==> src/rtl/matmul_arbiter.sv <==
// matmul_arbiter: round-robin arbiter/sequencer sharing one 4x4 matrix-multiply accelerator.
// Optional WAIT timeout with sticky fault is compiled in with `define MATMUL_ARB_TIMEOUT_EN.
module matmul_arbiter #(
  parameter int NUM_REQ        = 4,
  parameter int SEL_W          = $clog2(NUM_REQ),
  parameter int TIMEOUT_CYCLES = 1023
) (
  input  logic               clk,
  input  logic               rst_n,
  input  logic [NUM_REQ-1:0] req,
  output logic [NUM_REQ-1:0] gnt,
  output logic [SEL_W-1:0]   sel,
  output logic [NUM_REQ-1:0] cmp,
  output logic [NUM_REQ-1:0] err,
  output logic               busy,
  output logic               fault,
  output logic               acc_start,
  input  logic               acc_done
);

  if (NUM_REQ < 2 || NUM_REQ > 8 || TIMEOUT_CYCLES < 1) begin : g_bad_cfg
    $error("matmul_arbiter: unsupported parameter set");
  end

  typedef enum logic [1:0] {
    IDLE,
    START,
    WAIT,
    RELEASE
  } state_e;

  state_e             state_q, state_d;
  logic [NUM_REQ-1:0] gnt_q, gnt_d;
  logic [SEL_W-1:0]   sel_q, sel_d;
  logic [NUM_REQ-1:0] cmp_q, cmp_d;
  logic               busy_q, busy_d;
  logic               acc_start_q, acc_start_d;
  logic [SEL_W-1:0]   ptr_q, ptr_d;

`ifdef MATMUL_ARB_TIMEOUT_EN
  localparam int TMR_W = $clog2(TIMEOUT_CYCLES + 1);
  logic [TMR_W-1:0]   timer_q, timer_d;
  logic [NUM_REQ-1:0] err_q, err_d;
  logic               fault_q, fault_d;
`endif

  logic               grant_ok;
  logic               win_vld;
  logic [SEL_W-1:0]   win_idx;
  logic [SEL_W:0]     cand;
  logic [NUM_REQ-1:0] sel_oh;
  logic [SEL_W-1:0]   ptr_nxt;

`ifdef MATMUL_ARB_TIMEOUT_EN
  assign grant_ok = ~fault_q;
`else
  assign grant_ok = 1'b1;
`endif

  // Scan upward from ptr with wrap; cand never exceeds 2*NUM_REQ-2 so one subtract suffices.
  always_comb begin
    win_vld = 1'b0;
    win_idx = '0;
    cand    = '0;
    for (int unsigned i = 0; i < NUM_REQ; i++) begin
      cand = {1'b0, ptr_q} + (SEL_W+1)'(i);
      if (cand >= (SEL_W+1)'(NUM_REQ)) begin
        cand = cand - (SEL_W+1)'(NUM_REQ);
      end
      if (!win_vld && req[cand[SEL_W-1:0]]) begin
        win_vld = 1'b1;
        win_idx = cand[SEL_W-1:0];
      end
    end
  end

  assign sel_oh  = NUM_REQ'(1) << sel_q;
  assign ptr_nxt = (sel_q == SEL_W'(NUM_REQ - 1)) ? '0 : sel_q + SEL_W'(1);

  always_comb begin
    state_d     = state_q;
    gnt_d       = gnt_q;
    sel_d       = sel_q;
    cmp_d       = cmp_q;
    busy_d      = busy_q;
    acc_start_d = acc_start_q;
    ptr_d       = ptr_q;
`ifdef MATMUL_ARB_TIMEOUT_EN
    timer_d     = timer_q;
    err_d       = err_q;
    fault_d     = fault_q;
`endif
    case (state_q)
      IDLE: begin
        if (grant_ok && win_vld) begin
          gnt_d       = NUM_REQ'(1) << win_idx;
          sel_d       = win_idx;
          acc_start_d = 1'b1;
          busy_d      = 1'b1;
          state_d     = START;
        end
      end
      START: begin
        acc_start_d = 1'b0;
`ifdef MATMUL_ARB_TIMEOUT_EN
        timer_d     = '0;
`endif
        state_d     = WAIT;
      end
      WAIT: begin
        if (acc_done) begin
          gnt_d   = '0;
          cmp_d   = sel_oh;
          ptr_d   = ptr_nxt;
          state_d = RELEASE;
        end
`ifdef MATMUL_ARB_TIMEOUT_EN
        else if (timer_q == TMR_W'(TIMEOUT_CYCLES - 1)) begin
          gnt_d   = '0;
          err_d   = sel_oh;
          fault_d = 1'b1;
          ptr_d   = ptr_nxt;
          state_d = RELEASE;
        end else begin
          timer_d = timer_q + TMR_W'(1);
        end
`endif
      end
      RELEASE: begin
        cmp_d = '0;
`ifdef MATMUL_ARB_TIMEOUT_EN
        err_d = '0;
`endif
        // Hold here until the accelerator drops done so it cannot leak into the next job.
        if (!acc_done) begin
          busy_d  = 1'b0;
          state_d = IDLE;
        end
      end
      default: state_d = IDLE;
    endcase
  end

  always_ff @(posedge clk or negedge rst_n) begin
    if (!rst_n) begin
      state_q     <= IDLE;
      gnt_q       <= '0;
      sel_q       <= '0;
      cmp_q       <= '0;
      busy_q      <= 1'b0;
      acc_start_q <= 1'b0;
      ptr_q       <= '0;
`ifdef MATMUL_ARB_TIMEOUT_EN
      timer_q     <= '0;
      err_q       <= '0;
      fault_q     <= 1'b0;
`endif
    end else begin
      state_q     <= state_d;
      gnt_q       <= gnt_d;
      sel_q       <= sel_d;
      cmp_q       <= cmp_d;
      busy_q      <= busy_d;
      acc_start_q <= acc_start_d;
      ptr_q       <= ptr_d;
`ifdef MATMUL_ARB_TIMEOUT_EN
      timer_q     <= timer_d;
      err_q       <= err_d;
      fault_q     <= fault_d;
`endif
    end
  end

  assign gnt       = gnt_q;
  assign sel       = sel_q;
  assign cmp       = cmp_q;
  assign busy      = busy_q;
  assign acc_start = acc_start_q;
`ifdef MATMUL_ARB_TIMEOUT_EN
  assign err       = err_q;
  assign fault     = fault_q;
`else
  assign err       = '0;
  assign fault     = 1'b0;
`endif

endmodule

==> config.mk <==
export PLATFORM = sky130hd
export DESIGN_NAME = matmul_arbiter
export DESIGN_NICKNAME = d
export VERILOG_FILES = /design/src/rtl/matmul_arbiter.sv
export SDC_FILE = /design/constraint.sdc
export NUM_CORES = 1
export LEC_CHECK = 0
export CORE_ASPECT_RATIO = 1.1
export CORE_UTILIZATION = 35
export DETAILED_ROUTE_END_ITERATION = 12
export DONT_BUFFER_PORTS = 1
export GPL_ROUTABILITY_DRIVEN = 0
export HOLD_SLACK_MARGIN = 0.15
export PLACE_DENSITY = 0.6
export SLEW_MARGIN = 20
export SYNTH_ARGS = -nofsm -noshare
export SYNTH_HDL_FRONTEND = slang
export SYNTH_SLANG_ARGS = --single-unit
==> constraint.sdc <==
create_clock -name clk -period 1.78 [get_ports clk]
set_input_delay 0.267 -clock clk [delete_from_list [all_inputs] [get_ports clk]]
set_output_delay 0.267 -clock clk [all_outputs]
set_load 0.03 [all_outputs]
# == Word-level counts from Yosys, hierarchy flattened ==
# Index checks and enable logic that the tools add are counted.
# totals
regBits,16
out_inout_bits,17
word_cells,84
# classes
add_sub_neg,8
magnitude_cmp,8
n_eq_ne,7
shifts,2
muxes,34
reduce_logical,18
# op_table
cell,n
$mux W2,12
$pmux W4 S2,2
$lt A2 B3 Y1 const B,4
$mux W4,3
$mux W1,10
$ge A3 B3 Y1 const B,3
$reduce_and A3 Y1,3
$bmux W1 S2,4
$pmux W2 S4,1
$reduce_and A2 Y1,4
$reduce_bool A2 Y1,4
$shl A1 B2 Y4 const A,2
$sub A2 B1 Y2 const B,4
$add A2 B2 Y3 const B,2
$eq A2 B2 Y1 const B,3
$ne A2 B2 Y1 const B,3
$pmux W1 S2,2
$add A2 B1 Y3 const B,1
$ge A2 B3 Y1 const B,1
$logic_and A1 B1 Y1,3
$logic_not A1 Y1,3
$add A2 B1 Y2 const B,1
$eq A2 B1 Y1 const B,1
$logic_not A2 Y1,1

# == Depth between registers and ports, before layout ==
# Gate-level depths: netlist of run 1.
# logic_depth
word_depth,17
depth_mapped,6

# == Worst setup path before layout of run 1 ==
# OpenSTA, ideal clock, no wires.
# synth_timing
path_kind,register to register
startpoint,register state_q[0]
endpoint,register state_q[1]
setup_ps,125
arrival_time_ps,1360
slack_ps,295
stages_incl_launch_ff,6
n_path_buf,0
period_less_slack_ps,1485
cell_sequence,dfrtp_1 -> inv_1 -> ha_1 -> a22o_4 -> nor2_2 -> mux2_4
# synth_via
elab_chain_len,3
word_cells_on_any_way,9
cone_classes,eq/ne (6); mux (1); reduce/logical (2)
# synth_rtl
item,line,source
start: declaration,32,"state_e state_q, state_d;"
start signal: assignment,159,state_q <= state_d;
$eq A2 B2 Y1 or $logic_not A2 Y1 (tied branches),93,case (state_q)
$ne A2 B2 Y1 (no line),-,
$reduce_and A3 Y1 (no line),-,
# Several ways; a longest one is shown, not always the timed one.
# A chain may end at the register's enable or synchronous reset.

# == Worst setup path in the final report of run 1 ==
# layout_timing
startpoint,register state_q[0]
endpoint,"register gnt_q[0], in the netlist gnt[0]"
# layout_via
elab_chain_len,3
word_cells_on_any_way,7
cone_classes,eq/ne (3); mux (1); reduce/logical (3)
# layout_rtl
item,line,source
$eq A2 B2 Y1 or $logic_not A2 Y1 (tied branches),93,
$ne A2 B2 Y1 (no line) or $reduce_bool A2 Y1 (tied branches),-,
$reduce_and A3 Y1 (no line),-,
end signal: assignment,160,gnt_q <= gnt_d;
end: declaration,33,"logic [NUM_REQ-1:0] gnt_q, gnt_d;"
# Several ways; a longest one is shown, not always the timed one.

==> results of run 1 <==
metrics by stage:
| stage | instances | util | worst slack [ns] | cell area [µm²] | power (mW) |
|---|---|---|---|---|---|
| 2_1_floorplan | 103 | - | 0.295 | 1010 | 1.52 |
| 3_3_place_gp | 131 | 0.398 | 0.219 | 1030 | 1.71 |
| 3_5_place_dp | 131 | 0.398 | 0.182 | 1030 | 1.72 |
| 4_1_cts | 135 | 0.411 | 0.155 | 1060 | 1.93 |
| 5_1_grt | 135 | 0.411 | 0.0631 | 1060 | 2.06 |
| 6_report | 135 | 0.411 | 0.154 | 1060 | 1.91 |
cell families after synthesis:
logic type	share of synthesized area
AOI/OAI and AO/OA	0.212
adders and majority gates	0.113
buffers and inverters	0.0715
DFF	0.402
muxes	0.0263
other	0.00376
and+or+nand+nor	0.172
per-layer routing:
metal | track usage | vias up | part of all wire
met5 | 0 | - | 0
li1 | - | 350 | -
met1 | 0.179 | 333 | 0.47
met4 | 0.0526 | 0 | 0
met3 | 0.0499 | 0 | 0.066
met2 | 0.212 | 15 | 0.47
layout make-up:
cell class                 count  share of cell area
inverter                       8              0.0282
sequential                    16               0.376
multi-input combinational     73               0.508
timing repair buffer           4              0.0306
clock buffer                   3              0.0212
tap                           31              0.0364
flip-flops by register name (all words and copies together), names as in the netlist:
name       count
busy           1
gnt            4
cmp            4
sel            2
state_q        2
ptr_q          2
acc_start      1
worst max-delay path, stage by stage (launching register included):
cell	delay [ns]
dfrtp_1	0.42
inv_1	0.12
ha_1	0.31
nand2_1	0.17
a22o_1	0.27
a32o_2	0.22
power groups by stage:
| stage | registers, mW | clock network (mW) | logic (mW) |
|---|---|---|---|
| after CTS | 0.854 | 0.199 | 0.878 |
| after floorplan | 0.871 | 0 | 0.644 |
| final | 0.852 | 0.187 | 0.870 |
| after global routing | 0.881 | 0.211 | 0.972 |
| after detailed placement | 0.859 | 0 | 0.865 |
| after global placement | 0.856 | 0 | 0.849 |
synthesized netlist by cell type (all sizes together):
library cell,number,area share
a21oi,3,0.015
conb,1,0.0038
nor3,1,0.0050
nor4,1,0.021
a211o,1,0.0088
a32o,2,0.023
and2b,1,0.0075
nor3b,1,0.0075
o21ai,8,0.040
inv,8,0.030
o32a,1,0.010
nor2,4,0.018
mux2,2,0.026
ha,9,0.11
o31ai,1,0.0075
or3,1,0.011
o22ai,1,0.0063
a31oi,4,0.025
nor2b,4,0.025
buf,6,0.041
nand2b,5,0.031
nand2,12,0.045
a22o,4,0.044
dfrtp,16,0.40
o41ai,2,0.033
worst max-delay path by stage:
stage                      end       start
floorplan           state_q[1]  state_q[0]
global placement    state_q[1]  state_q[0]
detailed placement      gnt[0]  state_q[0]
CTS                     gnt[0]  state_q[0]
global route            gnt[2]  state_q[0]
finish                  gnt[0]  state_q[0]
==> impl_metrics.yaml, run 1 <==
clock_tree:
  cts.path.max_buffers: 2
  cts_inserted_buffers: 3
  cts.repair.resized: 0
  cts_root_buffer: "clkbuf_4"
  clk_pin_slew_ns: 0.09
  ctsHoldBuffers: 1
  cts_setup_buffers: 0
  htreeDepth: 1
  clock_sinks: 16
  clk-insertion-delay-late_ns: 0.28
  cts_tree: "yes"
power_and_ir_drop:
  netSwitchingPower_mw: 0.910
  powerDensity_nw_per_um2: 1790
  p_clk_frac: 0.098
  ir_worst_vdd_v: 0.000863
  p_int_mw: 0.999
  sequentialPowerShare: 0.446
  cellLeakagePower_nw: 0.517
  switching_share: 0.477
  share_comb_of_total_power: 0.456
placement:
  hpwl_um: 1400
  numPortBuffers: 0
floorplanning:
  core_area_um2: 2590
  die_x_um: 52.9
  boundaryPins: 24
  placementRows: 19
  die_h_um: 58.0
  start_util: 0.385
  dieArea_um2: 3070
finish:
  area_growth_pct: 6.78
  layout_common_cells: "dfrtp_1 (16), nand2_1 (12), ha_1 (9)"
  drive_gt1_frac: 0.154
  diodes: 0
  layout_commonest_cell: "dfrtp_1"
  fill_cells: 251
  fin_nets: 122
  multi_input_area_um2: 541
  final-seq-area_um2: 400
global_route:
  grt_antenna_before_repair: 0
  grt_pass1_wl_um: 3070
  grt_max_degree: 17
  grt_pass1_vias: 684
  grt_use_total: 0.139
  grt.overflow.total: 0
job:
  drv_cap: 0
synth:
  ys_seq_area_frac: 0.402
  syn_avg_cell_area_um2: 10.1
  ys_seq_elements: 16
  syn_area_um2: 997
  syn_inst: 99
  synth.distinct_cells: 30
  yosysWarnings: 0
worst_hold_path:
  min_path_cells: 2
  min_to: "cmp[1]"
  hold_class: "primary input to register"
  hp-start: "acc_done"
worst_setup_path:
  worstReg2RegStart: "state_q[0]"
  path_class: "register to register"
  crit_path_end_kind: "register"
  crit_required_ns: 1.95
  reg2reg_depth: 5
  startpoint_type: "register"
  worstReg2RegEnd: "gnt[0]"
  r2r_slack_ns: 0.15
  cp_max_fo: 7
  crit_arrival_ns: 1.80
sta:
  hold_violations: 0
  finalCriticalPeriod_ns: 1.63
  tightest_slew_ns: 0.734
  finalSetupViolCount: 0
  fin_skew_ns: 0.00711
  maxSlewHeadroom: 0.509
  maxSlewViolCount: 0
  setup_tns_ns: 0
  max_freq_mhz: 615
  finalCritPeriodShare: 0.913
  rsz0062_at_grt: "false"
  hold_slack_ns: 0.200
status:
  status: "finished clean"
routing:
  vias_per_cell: 5.17
  drt-total-wl_um: 1850
  first_iter_violations: 6
  avgRoutedWirePerCell_um: 13.7
  post-route-drc-count: 0
  first_pass_iters: 4
  drtAntennaViolNets: 0
  vias: 698
No activity file was read; power rests on OpenSTA's default activity.
==> run 2, diff against run 1 <==
--- a/config.mk
+++ b/config.mk
@@ -5,8 +5,10 @@
 export SDC_FILE = /design/constraint.sdc
 export NUM_CORES = 1
 export LEC_CHECK = 0
+export ABC_CLOCK_PERIOD_IN_PS = 1780
 export CORE_ASPECT_RATIO = 1.1
 export CORE_UTILIZATION = 35
+export CTS_BUF_LIST = sky130_fd_sc_hd__clkbuf_8
 export DETAILED_ROUTE_END_ITERATION = 12
 export DONT_BUFFER_PORTS = 1
 export GPL_ROUTABILITY_DRIVEN = 0
==> run 2 against run 1 <==
  * Non-clock buffer count is the same
  * Maximum frequency grew 0.36%
  * Combinational power about the same
  * Wire length rose by 0.59%
  * Worst hold slack better by 0.037 ns
  * Cell count did not move
  * Die area unchanged
  * Clock skew down 0.0030 ns
  * Largest power group unchanged
==> impl_metrics.yaml, run 2 (synthesized netlist as in run 1, its figures left out) <==
routing:
  first_pass_iters: 4
  drt-total-wl_um: 1860
  vias: 696
  drtAntennaViolNets: 0
  first_iter_violations: 6
  vias_per_cell: 5.16
  avgRoutedWirePerCell_um: 13.8
  post-route-drc-count: 0
clock_tree:
  clk-insertion-delay-late_ns: 0.25
  clk_pin_slew_ns: 0.06
  cts_tree: "yes"
  cts_setup_buffers: 0
  cts_root_buffer: "clkbuf_8"
  cts.repair.resized: 0
  clock_sinks: 16
  cts.path.max_buffers: 2
  ctsHoldBuffers: 1
  htreeDepth: 1
  cts_inserted_buffers: 3
worst_setup_path:
  reg2reg_depth: 5
  startpoint_type: "register"
  crit_arrival_ns: 1.75
  crit_required_ns: 1.91
  cp_max_fo: 7
  path_class: "register to register"
  crit_path_end_kind: "register"
global_route:
  grt_use_total: 0.137
  grt.overflow.total: 0
  grt_pass1_vias: 686
  grt_pass1_wl_um: 3080
  grt_max_degree: 17
  grt_antenna_before_repair: 0
sta:
  rsz0062_at_grt: "false"
  fin_skew_ns: 0.00411
  maxSlewViolCount: 0
  finalCritPeriodShare: 0.910
  setup_tns_ns: 0
  finalCriticalPeriod_ns: 1.62
  hold_violations: 0
  finalSetupViolCount: 0
  maxSlewHeadroom: 0.511
  hold_slack_ns: 0.237
  max_freq_mhz: 617
  tightest_slew_ns: 0.730
floorplanning:
  placementRows: 19
  boundaryPins: 24
  core_area_um2: 2590
  dieArea_um2: 3070
  start_util: 0.385
  die_x_um: 52.9
  die_h_um: 58.0
finish:
  layout_common_cells: "dfrtp_1 (16), nand2_1 (12), ha_1 (9)"
  diodes: 0
  fin_nets: 122
  drive_gt1_frac: 0.154
  area_growth_pct: 8.66
  layout_commonest_cell: "dfrtp_1"
  final_area_um2: 1080
power_and_ir_drop:
  p_clk_frac: 0.135
  ir_worst_vdd_v: 0.000899
  p_int_mw: 1.07
  sequentialPowerShare: 0.429
  netSwitchingPower_mw: 0.922
  powerDensity_nw_per_um2: 1840
  share_comb_of_total_power: 0.436
  switching_share: 0.462
  cellLeakagePower_nw: 0.525
placement:
  numPortBuffers: 0
  placed_area_um2: 1030
  hpwl_um: 1400
job:
  drv_cap: 0
worst_hold_path:
  hold_class: "primary input to register"
  min_path_cells: 2
status:
  status: "finished clean"
==> run 2: layout make-up <==
type                    count  area, µm²
multi-input cells          73        541
repair buffers              4       32.5
flip-flops and latches     16        400
well taps                  31       38.8
inverters                   8       30.0
clock buffers               3       41.3
fillers                   249       1510
==> run 2: final timing paths <==
| path | startpoint | endpoint | slack, ns |
|---|---|---|---|
| max | state_q[0] | gnt[0] | 0.16 |
| max in group asynchronous | rst_n | sel[0] | 0.80 |
| min | acc_done | cmp[1] | 0.24 |
| min in group asynchronous | rst_n | busy | 0.52 |
| max reg2reg | state_q[0] | gnt[0] | 0.16 |
| min reg2reg | sel[0] | ptr_q[0] | 0.54 |
==> run 2: per-layer routing <==
layer  up-vias  routed length [µm]  GRT usage  part of all wire
li1        347                   -          -                 -
met1       330                 859      0.181              0.46
met2        16                 858      0.210              0.46
met3         3                 121     0.0420             0.065
met4         0                  23     0.0526             0.012
met5         -                   0          0                 0
==> run 2: power by group through the flow <==
stage | registers, mW | clock network, mW | logic [mW]
floorplan | 0.871 | 0 | 0.644
global placement | 0.856 | 0 | 0.849
detailed placement | 0.859 | 0 | 0.865
CTS | 0.857 | 0.280 | 0.877
global route | 0.884 | 0.294 | 0.970
finish | 0.855 | 0.268 | 0.869
==> run 2: worst max-delay path, stage by stage (launching register included) <==
cell	delay [ns]
dfrtp_1	0.41
inv_1	0.12
ha_1	0.32
nand2_1	0.17
a22o_1	0.27
a32o_2	0.22
==> run 2: metrics by stage <==
step | power, mW | worst slack, ns | std cells | utilization
2_1_floorplan | 1.52 | 0.295 | 103 | -
3_3_place_gp | 1.71 | 0.219 | 131 | 0.398
3_5_place_dp | 1.72 | 0.182 | 131 | 0.398
4_1_cts | 2.01 | 0.167 | 135 | 0.418
5_1_grt | 2.15 | 0.0832 | 135 | 0.418
6_report | 1.99 | 0.160 | 135 | 0.418
==> run 3, diff against run 2 <==
==> config.mk (replaced) <==
export PLATFORM = sky130hd
export DESIGN_NAME = matmul_arbiter
export DESIGN_NICKNAME = d
export VERILOG_FILES = /design/src/rtl/matmul_arbiter.sv
export SDC_FILE = /design/constraint.sdc
export NUM_CORES = 1
export LEC_CHECK = 0
export ABC_CLOCK_PERIOD_IN_PS = 1400
export CORE_ASPECT_RATIO = 1.1
export CORE_UTILIZATION = 58
export CTS_BUF_LIST = sky130_fd_sc_hd__clkbuf_8
export DETAILED_ROUTE_END_ITERATION = 12
export DONT_BUFFER_PORTS = 1
export GPL_ROUTABILITY_DRIVEN = 0
export HOLD_SLACK_MARGIN = 0.15
export PLACE_DENSITY = 0.87
export SLEW_MARGIN = 20
export SYNTH_ARGS = -nofsm -noshare
export SYNTH_HDL_FRONTEND = slang
export SYNTH_SLANG_ARGS = --single-unit
export TNS_END_PERCENT = 30
==> constraint.sdc (replaced) <==
create_clock -name clk -period 1.4 [get_ports clk]
set_input_delay 0.21 -clock clk [delete_from_list [all_inputs] [get_ports clk]]
set_output_delay 0.21 -clock clk [all_outputs]
set_load 0.03 [all_outputs]
==> run 3 against run 2 <==
  * The flow now finishes with violations (setup timing)
  * Count of clock-buffer cells in the layout up 1
  * First-iteration DRC count rose to 4.8 times the previous value
  * Clock power up 53%
  * Worst hold slack worse by 0.060 ns
  * Cell area up 12%
  * Combinational power up 71%
  * Worst setup slack worse by 0.20 ns
  * Die area down 38%
  * Critical path type unchanged
  * Largest power group unchanged
==> impl_metrics.yaml, run 3 (synthesized netlist as in run 1, its figures left out) <==
floorplanning:
  die_h_um: 45.5
  core_area_um2: 1600
  boundaryPins: 24
  die_x_um: 41.5
  dieArea_um2: 1890
  placementRows: 15
  start_util: 0.625
worst_setup_path:
  crit_arrival_ns: 1.58
  crit_buf_inv: 0
  cp_max_fo: 4
  critical_path.top_delay_family: "flip-flops"
  crit_path_end_kind: "register"
  path_class: "register to register"
  startpoint_type: "register"
  critPathMaxStageDelay_ns: 0.45
  crit_required_ns: 1.54
  crit_path_top_delay_cell: "dfrtp_2"
  crit_chain: "ha_2, a22o_4, nor2_4, mux2_4"
clock_tree:
  clk_pin_slew_ns: 0.06
  cts_tree: "yes"
  cts_inserted_buffers: 3
  htreeDepth: 1
  cts_root_buffer: "clkbuf_8"
  clock_sinks: 16
  cts.path.max_buffers: 2
  clk-insertion-delay-late_ns: 0.25
routing:
  vias_per_cell: 5.93
  post-route-drc-count: 0
  first_iter_violations: 29
  avgRoutedWirePerCell_um: 16.1
  drt-total-wl_um: 2170
  first_pass_iters: 4
  vias: 800
  drtAntennaViolNets: 0
placement:
  numPortBuffers: 0
  hpwl_um: 1490
sta:
  setup_slack_ns: -0.0389
  maxSlewHeadroom: 0.514
  hold_violations: 0
  finalCritPeriodShare: 1.03
  fin_skew_ns: 0.000985
  setup_tns_ns: -0.0391
  maxSlewViolCount: 0
  rsz0062_at_grt: "true"
  finalSetupViolCount: 2
  max_freq_mhz: 695
  finalCriticalPeriod_ns: 1.44
  tightest_slew_ns: 0.726
power_and_ir_drop:
  cellLeakagePower_nw: 0.593
  power.total_mw: 3.00
  switching_share: 0.441
  p_int_mw: 1.68
  sequentialPowerShare: 0.368
  powerDensity_nw_per_um2: 2460
  netSwitchingPower_mw: 1.32
  p_clk_frac: 0.137
  ir_worst_vdd_v: 0.00159
  share_comb_of_total_power: 0.496
job:
  drv_cap: 0
finish:
  fin_nets: 135
  drive_gt1_frac: 0.331
  diodes: 0
  layout_common_cells: "buf_4 (16), dfrtp_1 (15), nand2_1 (12)"
  area_growth_pct: 22.2
  fill_cells: 100
  layout_commonest_cell: "buf_4"
  final_util: 0.764
global_route:
  grt_max_degree: 17
  grt_use_total: 0.242
  grt_antenna_before_repair: 0
  grt_pass1_wl_um: 3410
  grt.overflow.total: 0
  grt_pass1_vias: 769
worst_hold_path:
  hold_class: "primary input to register"
status:
  violations: "setup timing"
  status: "finished, violations left"
run 3: layout make-up:
class	count	area, µm²	area share
clock buffers	4	55.1	0.0452
flip-flops and latches	16	402	0.330
multi-input cells	73	581	0.476
well taps	17	21.3	0.0175
repair buffers	17	130	0.107
inverters	8	30.0	0.0246
run 3: through the flow:
stage | worst slack, ns | area, µm² | hold slack, ns | std cells
finish | -0.0389 | 1220 | 0.178 | 135
global route | -0.0790 | 1220 | 0.195 | 135
CTS | -0.00777 | 1210 | 0.186 | 135
detailed placement | -0.0771 | 1120 | -0.0853 | 128
global placement | -0.0392 | 1120 | -0.0853 | 128
floorplan | -0.0301 | 1030 | -0.0856 | 103
run 3: path summary, 6_finish.rpt:
| check | depth (start not counted) | slack, ns | endpoint | start |
|---|---|---|---|---|
| max | 4 | -0.04 | state_q[1] | state_q[1] |
| min | 2 | 0.18 | cmp[1] | acc_done |
| max reg2reg | 4 | -0.04 | state_q[1] | state_q[1] |
| min reg2reg | 2 | 0.53 | ptr_q[0] | ptr_q[0] |
| max in group asynchronous | 1 | 0.44 | state_q[1] | rst_n |
| min in group asynchronous | 1 | 0.46 | cmp[0] | rst_n |
run 3: power by group through the flow:
stage	logic, mW	clock network [mW]	registers, mW
6_report	1.49	0.409	1.10
5_1_grt	1.61	0.435	1.14
4_1_cts	1.45	0.417	1.10
3_5_place_dp	1.35	0	1.10
3_3_place_gp	1.28	0	1.08
2_1_floorplan	0.867	0	1.11
run 3: worst reg2reg max path, stage by stage, from the launching register on:
cell	delay [ns]
dfrtp_2	0.45
ha_2	0.20
a22o_4	0.26
nor2_4	0.11
mux2_4	0.30
run 3: timing repair:
action,4_1_cts,5_1_grt
endpoints found under the setup margin,6,6
gates resized for setup,6,1
hold endpoints to repair,16,0
hold buffers,1,0
pin swaps,2,1
setup buffers,2,0
run 3: routing by layer:
layer	vias to the layer above	GRT usage	wire length, µm
met1	397	0.292	934
li1	376	-	-
met3	2	0.0556	111
met5	-	0	0
met2	25	0.431	1110
met4	0	0.0839	14
